## src/rtl/pw_pkg.sv

```systemverilog
// Shared definitions for the pointwise MAC lane: default widths, sequencer states
// and the saturation bounds of the default-width accumulator.
package pw_pkg;
    localparam int ACT_BITWIDTH_DEF  = 16;
    localparam int WGT_BITWIDTH_DEF  = 16;
    localparam int SUM_BITWIDTH_DEF  = 64;
    localparam int ADDR_BITWIDTH_DEF = 12;
    localparam int CH_BITWIDTH_DEF   = 12;

    typedef enum logic [1:0] {
        IDLE  = 2'd0,
        FETCH = 2'd1,
        DRAIN = 2'd2,
        OUT   = 2'd3
    } state_t;

    localparam logic [SUM_BITWIDTH_DEF-1:0] SUM_MAX = {1'b0, {(SUM_BITWIDTH_DEF-1){1'b1}}};
    localparam logic [SUM_BITWIDTH_DEF-1:0] SUM_MIN = {1'b1, {(SUM_BITWIDTH_DEF-1){1'b0}}};
endpackage

```

## src/rtl/macc.sv

```systemverilog
// Combinational signed multiply-accumulate: sum_o = a_i * b_i + c_i, computed at
// INTER_BITWIDTH so the caller can detect overflow of the SUM_IN_BITWIDTH range.
module macc #(
    parameter int ACT_BITWIDTH    = 16,
    parameter int WGT_BITWIDTH    = 16,
    parameter int SUM_IN_BITWIDTH = 64,
    parameter int INTER_BITWIDTH  = 65
) (
    input  logic signed [ACT_BITWIDTH-1:0]    a_i,
    input  logic signed [WGT_BITWIDTH-1:0]    b_i,
    input  logic signed [SUM_IN_BITWIDTH-1:0] c_i,
    output logic signed [INTER_BITWIDTH-1:0]  sum_o
);
    logic signed [ACT_BITWIDTH+WGT_BITWIDTH-1:0] prod;

    assign prod  = a_i * b_i;
    assign sum_o = INTER_BITWIDTH'(prod) + INTER_BITWIDTH'(c_i);
endmodule

```

## src/rtl/pw_macc_seq.sv

```systemverilog
// Sequencer for one pointwise MAC lane: streams N operand pairs from the buffers,
// accumulates them onto a bias with saturation and offers the result valid/ready.
module pw_macc_seq
    import pw_pkg::*;
#(
    parameter int ACT_BITWIDTH  = ACT_BITWIDTH_DEF,
    parameter int WGT_BITWIDTH  = WGT_BITWIDTH_DEF,
    parameter int SUM_BITWIDTH  = SUM_BITWIDTH_DEF,
    parameter int ADDR_BITWIDTH = ADDR_BITWIDTH_DEF,
    parameter int CH_BITWIDTH   = CH_BITWIDTH_DEF
) (
    input  logic                     clk,
    input  logic                     reset,
    input  logic                     start,
    input  logic [CH_BITWIDTH-1:0]   cfg_num_ch,
    input  logic [ADDR_BITWIDTH-1:0] cfg_act_base,
    input  logic [ADDR_BITWIDTH-1:0] cfg_wgt_base,
    input  logic [SUM_BITWIDTH-1:0]  cfg_bias,
    output logic                     busy,
    output logic                     rd_en,
    output logic [ADDR_BITWIDTH-1:0] act_addr,
    output logic [ADDR_BITWIDTH-1:0] wgt_addr,
    input  logic [ACT_BITWIDTH-1:0]  act_data,
    input  logic [WGT_BITWIDTH-1:0]  wgt_data,
    output logic                     out_valid,
    input  logic                     out_ready,
    output logic [SUM_BITWIDTH-1:0]  out_data,
    output logic                     out_sat
);
    localparam logic [SUM_BITWIDTH-1:0] ACC_MAX = {1'b0, {(SUM_BITWIDTH-1){1'b1}}};
    localparam logic [SUM_BITWIDTH-1:0] ACC_MIN = {1'b1, {(SUM_BITWIDTH-1){1'b0}}};

    state_t                   state_q, state_d;
    logic [CH_BITWIDTH-1:0]   num_ch_q, num_ch_d;
    logic [CH_BITWIDTH-1:0]   cnt_q, cnt_d;
    logic [ADDR_BITWIDTH-1:0] act_addr_q, act_addr_d;
    logic [ADDR_BITWIDTH-1:0] wgt_addr_q, wgt_addr_d;
    logic [SUM_BITWIDTH-1:0]  acc_q, acc_d;
    logic                     sat_q, sat_d;
    logic                     rd_q;

    logic signed [SUM_BITWIDTH:0] mac_sum;
    logic                         mac_ovf;
    logic [SUM_BITWIDTH-1:0]      mac_clamped;

    macc #(
        .ACT_BITWIDTH   (ACT_BITWIDTH),
        .WGT_BITWIDTH   (WGT_BITWIDTH),
        .SUM_IN_BITWIDTH(SUM_BITWIDTH),
        .INTER_BITWIDTH (SUM_BITWIDTH + 1)
    ) u_macc (
        .a_i  ($signed(act_data)),
        .b_i  ($signed(wgt_data)),
        .c_i  ($signed(acc_q)),
        .sum_o(mac_sum)
    );

    // The two top bits of the widened sum disagree exactly when it left the SUM range.
    assign mac_ovf     = mac_sum[SUM_BITWIDTH] ^ mac_sum[SUM_BITWIDTH-1];
    assign mac_clamped = mac_ovf ? (mac_sum[SUM_BITWIDTH] ? ACC_MIN : ACC_MAX)
                                 : mac_sum[SUM_BITWIDTH-1:0];

    always_comb begin
        state_d    = state_q;
        num_ch_d   = num_ch_q;
        cnt_d      = cnt_q;
        act_addr_d = act_addr_q;
        wgt_addr_d = wgt_addr_q;
        acc_d      = acc_q;
        sat_d      = sat_q;

        if (rd_q) begin
            acc_d = mac_clamped;
            if (mac_ovf) begin
                sat_d = 1'b1;
            end
        end

        case (state_q)
            IDLE: begin
                if (start) begin
                    num_ch_d   = cfg_num_ch;
                    cnt_d      = '0;
                    act_addr_d = cfg_act_base;
                    wgt_addr_d = cfg_wgt_base;
                    acc_d      = cfg_bias;
                    sat_d      = 1'b0;
                    state_d    = (cfg_num_ch != '0) ? FETCH : OUT;
                end
            end
            FETCH: begin
                if (cnt_q == num_ch_q - CH_BITWIDTH'(1)) begin
                    state_d = DRAIN;
                end else begin
                    cnt_d      = cnt_q + CH_BITWIDTH'(1);
                    act_addr_d = act_addr_q + ADDR_BITWIDTH'(1);
                    wgt_addr_d = wgt_addr_q + ADDR_BITWIDTH'(1);
                end
            end
            DRAIN: state_d = OUT;
            OUT: begin
                if (out_ready) begin
                    state_d = IDLE;
                end
            end
            default: state_d = IDLE;
        endcase
    end

    always_ff @(posedge clk) begin
        if (reset) begin
            state_q    <= IDLE;
            num_ch_q   <= '0;
            cnt_q      <= '0;
            act_addr_q <= '0;
            wgt_addr_q <= '0;
            acc_q      <= '0;
            sat_q      <= 1'b0;
            rd_q       <= 1'b0;
        end else begin
            state_q    <= state_d;
            num_ch_q   <= num_ch_d;
            cnt_q      <= cnt_d;
            act_addr_q <= act_addr_d;
            wgt_addr_q <= wgt_addr_d;
            acc_q      <= acc_d;
            sat_q      <= sat_d;
            rd_q       <= (state_q == FETCH);
        end
    end

    assign busy      = (state_q != IDLE);
    assign rd_en     = (state_q == FETCH);
    assign out_valid = (state_q == OUT);
    assign act_addr  = act_addr_q;
    assign wgt_addr  = wgt_addr_q;
    assign out_data  = acc_q;
    assign out_sat   = sat_q;
endmodule
```

## config.mk

```make
export PLATFORM = sky130hd
export DESIGN_NAME = pw_macc_seq
export DESIGN_NICKNAME = d
export VERILOG_FILES = /design/src/rtl/pw_pkg.sv /design/src/rtl/macc.sv /design/src/rtl/pw_macc_seq.sv
export SDC_FILE = /design/constraint.sdc
export NUM_CORES = 1
export LEC_CHECK = 0
export ABC_AREA = 1
export BUFFER_PORTS_ARGS = -buffer_cell sky130_fd_sc_hd__buf_2
export CORE_MARGIN = 2
export CORE_UTILIZATION = 58
export CTS_BUF_LIST = sky130_fd_sc_hd__clkbuf_2 sky130_fd_sc_hd__clkbuf_4 sky130_fd_sc_hd__clkbuf_8
export CTS_CLUSTER_DIAMETER = 200
export DETAILED_ROUTE_END_ITERATION = 16
export MAX_ROUTING_LAYER = met4
export PLACE_DENSITY = 0.77
export SYNTH_ARGS = -nofsm -noshare
export SYNTH_HDL_FRONTEND = slang
export SYNTH_HIERARCHICAL = 1
export SYNTH_SLANG_ARGS = --single-unit
```

## constraint.sdc

```tcl
create_clock -name clk -period 7.4 [get_ports clk]
set_input_delay 0.37 -clock clk [delete_from_list [all_inputs] [get_ports clk]]
set_output_delay 0.37 -clock clk [all_outputs]
set_load 0.01 [all_outputs]
```

==> results.sh <==
export IMPL_cts_tree="built"
export IMPL_synth_top_family_by_area="adder cells"
export IMPL_dp_hpwl_microns=63100
export IMPL_min_period_over_period=0.937
export IMPL_first_pass_iters=6
export IMPL_ios=228
export IMPL_slowest_stage="fa_1"
export IMPL_yosys_warnings=6
export IMPL_slew_viol_final=0
export IMPL_synth_seq_area_share=0.0900
export IMPL_rsz0062_at_grt="false"
export IMPL_grt_pass1_vias=23030
export IMPL_fmaxAchievable_mhz=144
export IMPL_wirelength_microns=75700
export IMPL_core_area_sq_um=44000
export IMPL_synthTopCellsByCount="inv_1 (974), nand2_1 (959), fa_1 (430)"
export IMPL_netlist_instances=3678
export IMPL_synth_area_top_cells="fa_1 (33%), inv_1 (14%), nand2_1 (14%)"
export IMPL_antenna_found_initial=2
export IMPL_vias=23175
export IMPL_ys_seq_elements=116
export IMPL_synth_area_sq_um=25800
export IMPL_synth_edf_count=0
export IMPL_setup_viol=0
export IMPL_post_route_drc_count=0
export IMPL_clock_latency_ns=0.51
export IMPL_skew_ns=0.0339
export IMPL_place_gp_congestion=1.04
export IMPL_syn_nets=4419
export IMPL_yosys_cell_count_top_type="inv_1"
export IMPL_hp_class="input pin to register"
export IMPL_grt_max_degree=82
export IMPL_worstMarginPinSlew_ns=1.10
export IMPL_synthMuxAreaShare=0.00349
export IMPL_crit_fanout=43
export IMPL_cts_hold_fix_buffers=0
export IMPL_ys_types=40
export IMPL_async_flop_share=0
export IMPL_cts_root_buf="clkbuf_8"
export IMPL_synth_adder_area_share=0.418
export IMPL_run_status="finished clean"
export IMPL_cts_setup_buffers=0
export IMPL_die_h_microns=215
export IMPL_nets=4577
export IMPL_start_kind="input pin"
export IMPL_initialDrtViolationCount=2029
export IMPL_clk_pin_slew_ns=0.08
export IMPL_grt_pass1_wl_microns=122000
export IMPL_cts_buffers=17
export IMPL_path_class="input pin to register"
export IMPL_syn_area_per_cell_sq_um=7.02
export IMPL_synth_compound_area_frac=0.0754
export IMPL_die_w_microns=215
export IMPL_cp_arrival_ns=7.35
export IMPL_initial_core_util=0.586
export IMPL_cp_end_kind="register"
export IMPL_drive_gt1_frac=0.108
export IMPL_synth_flop_cell="dfxtp_1"
export IMPL_placed_cells=4409
export IMPL_wire_per_inst_microns=17.0
export IMPL_cpMostUsedCell="nand2_1"
export IMPL_final_cell_count_no_fill=4443
export IMPL_maxCapViolations=0
export IMPL_io_buffers=227
export IMPL_grtUsageTotal=0.348
export IMPL_synth_xor_area_frac=0.0234
export IMPL_rows=77
export IMPL_h_tree_depth=4
export IMPL_maxSlewHeadroom=0.264
export IMPL_yosys_area_top_type="fa_1"
export IMPL_die_area_sq_um=46200
export IMPL_min_period_ns=6.93
export IMPL_viasPerCell=5.22
export IMPL_cts_buffer_depth=2
export IMPL_synth_top_area_share=0.333
export IMPL_final_hold_violation_count=0
export IMPL_ant_nets=0
export IMPL_n_fill_cell=4156
export IMPL_setup_tns_ns=0
export IMPL_cts_sinks=116
export IMPL_yosys_area_share_simple=0.226
export IMPL_grt_overflow=0
export IMPL_post_cts_resized=0
export IMPL_area_growth_pct=8.29
export IMPL_required_ns=7.82
export IMPL_max_stage_delay_ns=0.70
routing by layer:
layer	GRT usage	wire length, microns
met3	0.0478	4580
met4	0.125	2730
met5	-	0
met2	0.568	36000
met1	0.447	32400
area by class of cell:
type / count / area [sq um] / share of cell area
tap: 592 / 741 / 0.0265
clock inverter: 13 / 126 / 0.00452
sequential: 116 / 2320 / 0.0831
inverter: 985 / 3710 / 0.133
multi-input combinational: 2449 / 19300 / 0.690
timing repair buffer: 267 / 1510 / 0.0541
clock buffer: 18 / 248 / 0.00886
antenna: 3 / 7.51 / 0.000269
stage by stage:
step | area [sq um] | utilization | worst slack [ns] | hold WS [ns]
after floorplan | 25800 | - | 0.0110 | 0.439
after global placement | 27600 | 0.626 | 0.166 | 0.492
after detailed placement | 27600 | 0.626 | 0.0768 | 0.476
after CTS | 27900 | 0.635 | 0.583 | 0.0955
after global routing | 27900 | 0.635 | 0.0439 | 0.130
final | 28000 | 0.635 | 0.469 | 0.118
critical path: cells and delay by family:
family	cells	cell delay (ns)
adder cells (fa/ha/maj)	7	3.74
AND/OR/NAND/NOR	12	1.46
buffers and inverters	10	1.43
AO/OA/AOI/OAI	2	0.30
state kept, by name, summed over array words and instances, names as in the netlist:
name,count
wgt_addr,12
act_addr,12
out_data,64
cnt_q,12
rd_q,1
out_sat,1
state_q,2
num_ch_q,12
cell usage in the layout, fill, tap and decap left out, types with 2 or more instances in the layout:
cell	instances
clkbuf_8	18
dfxtp_1	116
buf_2	227
nand4_1	19
inv_6	3
nand3_1	118
buf_4	34
nor2_1	175
diode_2	3
nor3_2	6
o21ai_0	178
o2111ai_1	10
and3_1	2
nand3_2	15
buf_12	6
xor2_1	54
clkinv_4	3
ha_1	175
and2_1	4
o21bai_1	8
or2_2	5
nor3_1	12
clkinv_2	3
a21oi_1	172
inv_2	11
nand2_1	958
nor2_4	6
xnor2_1	15
clkinvlp_4	6
nand2_2	33
nor4_1	7
inv_1	969
fa_1	427
nor2_2	29
mux2i_1	9
fa_2	3
cells by family after synthesis:
kind of cell,Yosys count
simple gates,1393
flops,116
buf+inv,1113
mux,9
fa+ha+maj,605
xor+xnor,69
compound gates,373
worst paths after layout:
check                                  start      endpoint  slack (ns)  cells after the start
worst max-delay path            act_data[15]  out_data[32]        0.47                     31
worst min-delay path            cfg_bias[63]  out_data[63]        0.12                      3
worst max register to register  out_data[15]  out_data[21]        1.45                     28
worst min register to register       out_sat       out_sat        0.51                      1
Power is not shown: default switching activity piles up to over one toggle a cycle in this logic, so the estimate is an artifact.
